[src/rtl/sparc_exu_ecc_pipe_if.sv]
`default_nettype none
// ============================================================================
// Module      : sparc_exu_ecc_pipe_if
// Description : Handshake, data and counter bundle for the EXU SEC-DED ECC
//               pipe. The master drives words in and consumes results; the
//               slave is the ECC engine.
// Revision    : 1.0  initial release
// ============================================================================
interface sparc_exu_ecc_pipe_if #(
    parameter int DATA_W = 64,
    parameter int CHK_W  = 8,
    parameter int CNT_W  = 16
);
    logic              in_vld;
    logic              in_rdy;
    logic              in_chk;
    logic [DATA_W-1:0] in_data;
    logic [CHK_W-1:0]  in_ecc;
    logic [CHK_W-1:0]  in_msk;
    logic              out_vld;
    logic              out_rdy;
    logic [DATA_W-1:0] out_data;
    logic [CHK_W-1:0]  out_ecc;
    logic [CHK_W-1:0]  out_syn;
    logic              out_ce;
    logic              out_ue;
    logic              cnt_clr;
    logic [CNT_W-1:0]  ce_cnt;
    logic [CNT_W-1:0]  ue_cnt;

    modport master (
        output in_vld, in_chk, in_data, in_ecc, in_msk, out_rdy, cnt_clr,
        input  in_rdy, out_vld, out_data, out_ecc, out_syn, out_ce, out_ue,
               ce_cnt, ue_cnt
    );

    modport slave (
        input  in_vld, in_chk, in_data, in_ecc, in_msk, out_rdy, cnt_clr,
        output in_rdy, out_vld, out_data, out_ecc, out_syn, out_ce, out_ue,
               ce_cnt, ue_cnt
    );
endinterface
`default_nettype wire

[src/rtl/sparc_exu_ecc_pipe.sv]
`default_nettype none
// ============================================================================
// Module      : sparc_exu_ecc_pipe
// Description : Stallable two-stage SEC-DED ECC engine. Generate mode emits
//               check bits (with optional error injection); check mode emits
//               syndrome, CE/UE flags, corrected data and its check bits, and
//               keeps saturating CE/UE counters.
// Revision    : 1.0  initial release
// ============================================================================
module sparc_exu_ecc_pipe #(
    parameter int DATA_W = 64,
    parameter int CHK_W  = 8,
    parameter int CNT_W  = 16
) (
    input  logic                clk,
    input  logic                rst,
    sparc_exu_ecc_pipe_if.slave bus
);

    localparam int c_hw   = CHK_W - 1;          // Hamming bits (no overall parity)
    localparam int c_ngrp = (DATA_W + 7) / 8;   // 8-bit partial-XOR groups

    // Codeword position of data bit k: k-th non-power-of-two from 3 upward.
    function automatic int unsigned data_pos(input int unsigned k);
        int unsigned n;
        int unsigned r;
        n = 0;
        r = 0;
        for (int unsigned p = 3; p < 512; p++) begin
            if ((p & (p - 1)) != 0) begin
                if (n == k) r = p;
                n++;
            end
        end
        return r;
    endfunction

    if ((DATA_W < 8) || (DATA_W > 64) || ((2 ** (CHK_W - 1)) < (DATA_W + CHK_W))) begin : g_bad_param
        $error("sparc_exu_ecc_pipe: illegal DATA_W/CHK_W combination");
    end

    logic [c_hw-1:0] w_pos [DATA_W];
    for (genvar k = 0; k < DATA_W; k++) begin : g_pos
        localparam int unsigned c_p = data_pos(k);
        assign w_pos[k] = c_hw'(c_p);
    end

    // ---------------- handshake control ----------------
    logic r_s1_vld;
    logic r_s2_vld;
    logic w_s2_free;
    logic w_in_rdy;
    logic w_s1_load;
    logic w_s2_load;

    assign w_s2_free  = !r_s2_vld || bus.out_rdy;
    assign w_in_rdy   = !r_s1_vld || w_s2_free;
    assign w_s1_load  = bus.in_vld && w_in_rdy;
    assign w_s2_load  = r_s1_vld && w_s2_free;
    assign bus.in_rdy = w_in_rdy;

    // ---------------- stage 1 ----------------
    logic [c_hw-1:0]   w_part_h [c_ngrp];
    logic [c_ngrp-1:0] w_part_p;
    logic [c_hw-1:0]   r_s1_h   [c_ngrp];
    logic [c_ngrp-1:0] r_s1_p;
    logic              r_s1_chk;
    logic [DATA_W-1:0] r_s1_data;
    logic [CHK_W-1:0]  r_s1_ecc;
    logic [CHK_W-1:0]  r_s1_msk;

    // Per-group partial Hamming sums and data parity of the incoming word.
    always_comb begin
        for (int g = 0; g < c_ngrp; g++) begin
            w_part_h[g] = '0;
            w_part_p[g] = 1'b0;
        end
        for (int k = 0; k < DATA_W; k++) begin
            w_part_h[k / 8] = w_part_h[k / 8] ^ (w_pos[k] & {c_hw{bus.in_data[k]}});
            w_part_p[k / 8] = w_part_p[k / 8] ^ bus.in_data[k];
        end
    end

    // Stage-1 register: captures partials and the raw word on acceptance.
    always_ff @(posedge clk or posedge rst) begin
        if (rst) begin
            r_s1_vld  <= 1'b0;
            r_s1_chk  <= 1'b0;
            r_s1_data <= '0;
            r_s1_ecc  <= '0;
            r_s1_msk  <= '0;
            r_s1_p    <= '0;
            for (int g = 0; g < c_ngrp; g++) r_s1_h[g] <= '0;
        end else begin
            if (w_in_rdy) r_s1_vld <= bus.in_vld;
            if (w_s1_load) begin
                r_s1_chk  <= bus.in_chk;
                r_s1_data <= bus.in_data;
                r_s1_ecc  <= bus.in_ecc;
                r_s1_msk  <= bus.in_msk;
                r_s1_p    <= w_part_p;
                for (int g = 0; g < c_ngrp; g++) r_s1_h[g] <= w_part_h[g];
            end
        end
    end

    // ---------------- stage 2 ----------------
    logic [c_hw-1:0]   w_h;
    logic              w_dp;
    logic [CHK_W-1:0]  w_gen_ecc;
    logic [c_hw-1:0]   w_s;
    logic              w_pe;
    logic [DATA_W-1:0] w_flip;
    logic              w_hit;
    logic              w_s_pow2;
    logic              w_ce;
    logic              w_ue;
    logic [c_hw-1:0]   w_h_cor;
    logic              w_dp_cor;
    logic [CHK_W-1:0]  w_chk_ecc;

    // Reduce partials, decode the syndrome and build the corrected word.
    always_comb begin
        w_h = '0;
        for (int g = 0; g < c_ngrp; g++) w_h = w_h ^ r_s1_h[g];
        w_dp      = ^r_s1_p;
        w_gen_ecc = {(^w_h) ^ w_dp, w_h} ^ r_s1_msk;
        w_s       = w_h ^ r_s1_ecc[c_hw-1:0];
        w_pe      = w_dp ^ (^r_s1_ecc);
        for (int k = 0; k < DATA_W; k++) w_flip[k] = w_pe && (w_s == w_pos[k]);
        w_hit     = |w_flip;
        w_s_pow2  = (w_s != '0) && ((w_s & (w_s - c_hw'(1))) == '0);
        w_ce      = w_pe && ((w_s == '0) || w_s_pow2 || w_hit);
        w_ue      = ((w_s != '0) || w_pe) && !w_ce;
        // A corrected data bit at position s changes the Hamming sum by s
        // and the data parity by one.
        w_h_cor   = w_hit ? (w_h ^ w_s) : w_h;
        w_dp_cor  = w_dp ^ w_hit;
        w_chk_ecc = {(^w_h_cor) ^ w_dp_cor, w_h_cor};
    end

    logic              r_s2_ce;
    logic              r_s2_ue;
    logic [DATA_W-1:0] r_s2_data;
    logic [CHK_W-1:0]  r_s2_ecc;
    logic [CHK_W-1:0]  r_s2_syn;

    // Output register: advances when empty or the consumer takes the result.
    always_ff @(posedge clk or posedge rst) begin
        if (rst) begin
            r_s2_vld  <= 1'b0;
            r_s2_ce   <= 1'b0;
            r_s2_ue   <= 1'b0;
            r_s2_data <= '0;
            r_s2_ecc  <= '0;
            r_s2_syn  <= '0;
        end else begin
            if (w_s2_free) r_s2_vld <= r_s1_vld;
            if (w_s2_load) begin
                if (r_s1_chk) begin
                    r_s2_data <= r_s1_data ^ w_flip;
                    r_s2_ecc  <= w_chk_ecc;
                    r_s2_syn  <= {w_pe, w_s};
                    r_s2_ce   <= w_ce;
                    r_s2_ue   <= w_ue;
                end else begin
                    r_s2_data <= r_s1_data;
                    r_s2_ecc  <= w_gen_ecc;
                    r_s2_syn  <= '0;
                    r_s2_ce   <= 1'b0;
                    r_s2_ue   <= 1'b0;
                end
            end
        end
    end

    assign bus.out_vld  = r_s2_vld;
    assign bus.out_data = r_s2_data;
    assign bus.out_ecc  = r_s2_ecc;
    assign bus.out_syn  = r_s2_syn;
    assign bus.out_ce   = r_s2_ce;
    assign bus.out_ue   = r_s2_ue;

    // ---------------- error counters ----------------
    logic             w_out_hs;
    logic [CNT_W-1:0] r_ce_cnt;
    logic [CNT_W-1:0] r_ue_cnt;

    assign w_out_hs = r_s2_vld && bus.out_rdy;

    // Saturating CE/UE counters; clear wins over a coincident increment.
    always_ff @(posedge clk or posedge rst) begin
        if (rst) begin
            r_ce_cnt <= '0;
            r_ue_cnt <= '0;
        end else if (bus.cnt_clr) begin
            r_ce_cnt <= '0;
            r_ue_cnt <= '0;
        end else begin
            if (w_out_hs && r_s2_ce && (r_ce_cnt != '1)) r_ce_cnt <= r_ce_cnt + CNT_W'(1);
            if (w_out_hs && r_s2_ue && (r_ue_cnt != '1)) r_ue_cnt <= r_ue_cnt + CNT_W'(1);
        end
    end

    assign bus.ce_cnt = r_ce_cnt;
    assign bus.ue_cnt = r_ue_cnt;

endmodule
`default_nettype wire

[src/flat_wrapper.sv]
// flat-port wrapper written by rule: the top's interface ports become plain ports
module sparc_exu_ecc_pipe_flat 
#(
    parameter int DATA_W = 64,
    parameter int CHK_W  = 8,
    parameter int CNT_W  = 16
)
  (clk, rst, bus_in_vld, bus_in_chk, bus_in_data, bus_in_ecc, bus_in_msk, bus_out_rdy, bus_cnt_clr, bus_in_rdy, bus_out_vld, bus_out_data, bus_out_ecc, bus_out_syn, bus_out_ce, bus_out_ue, bus_ce_cnt, bus_ue_cnt);
  sparc_exu_ecc_pipe_if #(.DATA_W(DATA_W), .CHK_W(CHK_W), .CNT_W(CNT_W)) bus_i ();
  input  logic clk;
  input  logic rst;
  input wire logic [$bits(bus_i.in_vld)-1:0] bus_in_vld;
  input wire logic [$bits(bus_i.in_chk)-1:0] bus_in_chk;
  input wire logic [$bits(bus_i.in_data)-1:0] bus_in_data;
  input wire logic [$bits(bus_i.in_ecc)-1:0] bus_in_ecc;
  input wire logic [$bits(bus_i.in_msk)-1:0] bus_in_msk;
  input wire logic [$bits(bus_i.out_rdy)-1:0] bus_out_rdy;
  input wire logic [$bits(bus_i.cnt_clr)-1:0] bus_cnt_clr;
  output wire logic [$bits(bus_i.in_rdy)-1:0] bus_in_rdy;
  output wire logic [$bits(bus_i.out_vld)-1:0] bus_out_vld;
  output wire logic [$bits(bus_i.out_data)-1:0] bus_out_data;
  output wire logic [$bits(bus_i.out_ecc)-1:0] bus_out_ecc;
  output wire logic [$bits(bus_i.out_syn)-1:0] bus_out_syn;
  output wire logic [$bits(bus_i.out_ce)-1:0] bus_out_ce;
  output wire logic [$bits(bus_i.out_ue)-1:0] bus_out_ue;
  output wire logic [$bits(bus_i.ce_cnt)-1:0] bus_ce_cnt;
  output wire logic [$bits(bus_i.ue_cnt)-1:0] bus_ue_cnt;
  assign bus_i.in_vld = bus_in_vld;
  assign bus_i.in_chk = bus_in_chk;
  assign bus_i.in_data = bus_in_data;
  assign bus_i.in_ecc = bus_in_ecc;
  assign bus_i.in_msk = bus_in_msk;
  assign bus_i.out_rdy = bus_out_rdy;
  assign bus_i.cnt_clr = bus_cnt_clr;
  assign bus_in_rdy = bus_i.in_rdy;
  assign bus_out_vld = bus_i.out_vld;
  assign bus_out_data = bus_i.out_data;
  assign bus_out_ecc = bus_i.out_ecc;
  assign bus_out_syn = bus_i.out_syn;
  assign bus_out_ce = bus_i.out_ce;
  assign bus_out_ue = bus_i.out_ue;
  assign bus_ce_cnt = bus_i.ce_cnt;
  assign bus_ue_cnt = bus_i.ue_cnt;
  sparc_exu_ecc_pipe #(.DATA_W(DATA_W), .CHK_W(CHK_W), .CNT_W(CNT_W)) u_core (.clk(clk), .rst(rst), .bus(bus_i));
endmodule
[config.mk]
export PLATFORM = sky130hd
export DESIGN_NAME = sparc_exu_ecc_pipe_flat
export DESIGN_NICKNAME = d
export VERILOG_FILES = /design/src/rtl/sparc_exu_ecc_pipe_if.sv /design/src/rtl/sparc_exu_ecc_pipe.sv /design/src/flat_wrapper.sv
export SDC_FILE = /design/constraint.sdc
export NUM_CORES = 1
export LEC_CHECK = 0
export BUFFER_PORTS_ARGS = -buffer_cell sky130_fd_sc_hd__clkbuf_2
export CORE_MARGIN = 2
export CORE_UTILIZATION = 50
export DETAILED_ROUTE_END_ITERATION = 6
export GPL_TIMING_DRIVEN = 0
export HOLD_SLACK_MARGIN = 0.1
export PLACE_DENSITY = 0.74
export SLEW_MARGIN = 20
export SYNTH_ARGS = -nofsm -noshare
export SYNTH_HDL_FRONTEND = slang
export SYNTH_SLANG_ARGS = --single-unit
[constraint.sdc]
create_clock -name clk -period 10.75 [get_ports clk]
set_clock_uncertainty 0.15 [all_clocks]
set_input_delay 2.15 -clock clk [delete_from_list [all_inputs] [get_ports clk]]
set_output_delay 2.15 -clock clk [all_outputs]
set_load 0.02 [all_outputs]
==> results.ini <==
[worst_setup_path]
crit_type=in -> out
arrival_ps=2640
required_ps=8450
path_max_fanout=4
end_kind=primary output
worstSetupStartpointType=primary input

[power_and_ir_drop]
power.share.sequential=0.245
power.switching_w=0.00225
max-vdd-ir-drop_uv=222
p_per_area_mw_per_mm2=332
p_total_w=0.00494
p_leak_nw=6.49
swShare=0.456
pwr-share-clk=0.198
comb_power_share=0.557
p_int_w=0.00269

[floorplan]
die_y_um=162
coreArea_mm2=0.0244
rows=57
chipWidth_um=162
io_pins=202
initial_core_util=0.510
die_area_mm2=0.0262

[synthesis]
synthCells=1206
synth_seq_area_share=0.481
ys.flop_type=dfrtp_1
synth_area_per_cell_um2=10.3
synth_top_area_cell=dfrtp_1
netlist_area_mm2=0.0124
synth_area_leaders=dfrtp_1 48%, xnor2_1 11%, mux2_2 7.6%, xor2_1 6.7%, nand2_1 6.4%
synth_seq_cells=239
synth-edff-count=0
syn_nets=1294
yosysWarningCount=0
async_flop_share=1.00
yosys.cell_types.count=60
synth_top_area_share=0.481

[finish]
nets=1525
antennaDiodeCount=0
drive_above_1_share=0.250
fin_util=0.609
mostFrequentLayoutCell=dfrtp_1
fill_cells=2070
final_cell_mix=239 x dfrtp_1, 212 x nand2_1, 201 x clkbuf_2
area_growth_pct=19.5

[detailed_routing]
ant_nets=0
num_vias=9578
totalWireLength_um=33400
wl_per_cell_um=18.8
drtIter0Drc=722
firstDrtPassIters=5
viasPerCell=5.39
drc=0

[timing]
relSlewSlack=0.395
fin_crit_ps=4940
hold_viol_final=0
rsz0062_at_grt=no
worst_slew_pin_slew_ps=900
slew_viol_final=0
post-route-period-util=0.460
max_freq_mhz=202
setup_viol=0

[clock_tree]
cts.repair.resized=0
h-tree-depth=1
cts_tree=yes
path_clk_slew_ps=60
holdBufCountCts=0
cts-root-buf=clkbuf_16
cts.sinks=239
clk-insertion-delay-late_ps=540
cts_buffers=26
clock_path_buffers=3
cts_setup_buffers=0

[grt]
grt_pass1_wl_um=52600
grt_max_degree=97
grt.total_usage=0.256
antenna_found_initial=0
grt_overflow=0
grt_pass1_vias=9683

[place]
gp_congestion=0.917
numPortBuffers=201
hpwl_um=24900

[flow_run]
max_cap_viol_count=0

[min_path]
hold_class=reg -> reg

[run_status]
status=finished clean

==> power groups by stage <==
| stage | Clock [W] | Sequential (W) | Combinational, W |
|---|---|---|---|
| floorplan | 0 | 0.00130 | 0.00188 |
| global placement | 0 | 0.00122 | 0.00270 |
| detailed placement | 0 | 0.00122 | 0.00271 |
| CTS | 0.000994 | 0.00121 | 0.00272 |
| global route | 0.00103 | 0.00123 | 0.00295 |
| finish | 0.000980 | 0.00121 | 0.00275 |
==> kinds of logic after synthesis <==
kind of cell / after synthesis / synth area share
xor+xnor: 269 / 0.209
simple gates: 387 / 0.133
compound gates: 163 / 0.0759
flops: 239 / 0.481
buf+inv: 56 / 0.0179
mux: 90 / 0.0813
fa+ha+maj: 2 / 0.00201
==> synthesized netlist by cell type, drive strengths merged, types with 2 or more instances <==
master	count
a31oi	11
mux2i	2
a21oi	8
nand2	212
and2	4
nand3	30
ha	2
nand4	8
or2	4
xnor2	162
and3	6
nor4	3
nor2	87
nor3	13
mux2	88
and4	4
buf	6
nor3b	3
xnor3	7
or3	7
xor2	96
inv	5
o21ai	126
nand2b	3
o31ai	4
clkbuf	45
dfrtp	239
xor3	4
==> worst max-delay path, stage by stage <==
cell      delay [ps]
clkbuf_2         110
nand3b_1         200
clkbuf_2         180
==> worst paths after layout <==
kind / end / cells past startpoint / start / slack [ps]
hold reg to reg: u_core.bus.out_data[4] / 2 / u_core.bus.out_data[4] / 330
hold / removal: u_core.bus.out_data[4] / 2 / u_core.bus.out_data[4] / 330
setup / recovery: bus_in_rdy / 3 / bus_out_rdy / 5810
min in group asynchronous: u_core.bus.out_data[5] / 2 / rst / 1490
setup reg to reg: u_core.bus.out_ecc[7] / 11 / u_core.r_s1_h[29] / 7000
max in group asynchronous: u_core.r_s1_data[32] / 4 / rst / 7760
==> sequential cells by signal, indices dropped and copies added, names as in the netlist <==
register / flops
u_core.bus.out_data: 64
u_core.r_s1_data: 64
u_core.r_s1_h: 34
u_core.bus.ce_cnt: 16
u_core.bus.ue_cnt: 16
u_core.bus.out_ecc: 8
u_core.bus.out_syn: 8
u_core.r_s1_ecc: 8
u_core.r_s1_msk: 8
u_core.r_s1_p: 8
u_core.bus.out_ce: 1
u_core.bus.out_ue: 1
u_core.bus.out_vld: 1
u_core.r_s1_chk: 1
u_core.r_s1_vld: 1
==> final cells by class <==
type,instances,area [µm²],area share
inverters,5,26.3,0.00177
multi-input cells,911,6240,0.420
repair buffers,203,1060,0.0714
flip-flops and latches,239,5980,0.402
plain buffers,51,204,0.0137
clock inverters,11,189,0.0127
clock buffers,34,762,0.0513
well taps,324,405,0.0273
==> per-stage QoR <==
step	cell area (µm²)	TNS (ps)	setup WS [ps]	instances	hold slack (ps)
after global placement	13900	-177840	-770	1731	313
after global routing	14900	0	5770	1778	359
after detailed placement	13900	0	5770	1733	321
final	14900	0	5810	1778	329
after floorplan	12400	0	1890	1206	319
after CTS	14900	0	5800	1778	335
==> metal layers <==
metal | GRT usage | routed length, µm | up-vias
li1 | - | - | 4496
met5 | 0 | 0 | -
met3 | 0.0363 | 2120 | 68
met4 | 0.0897 | 1170 | 0
met2 | 0.420 | 15800 | 326
met1 | 0.352 | 14300 | 4688
(Power assumes the default switching activity.)
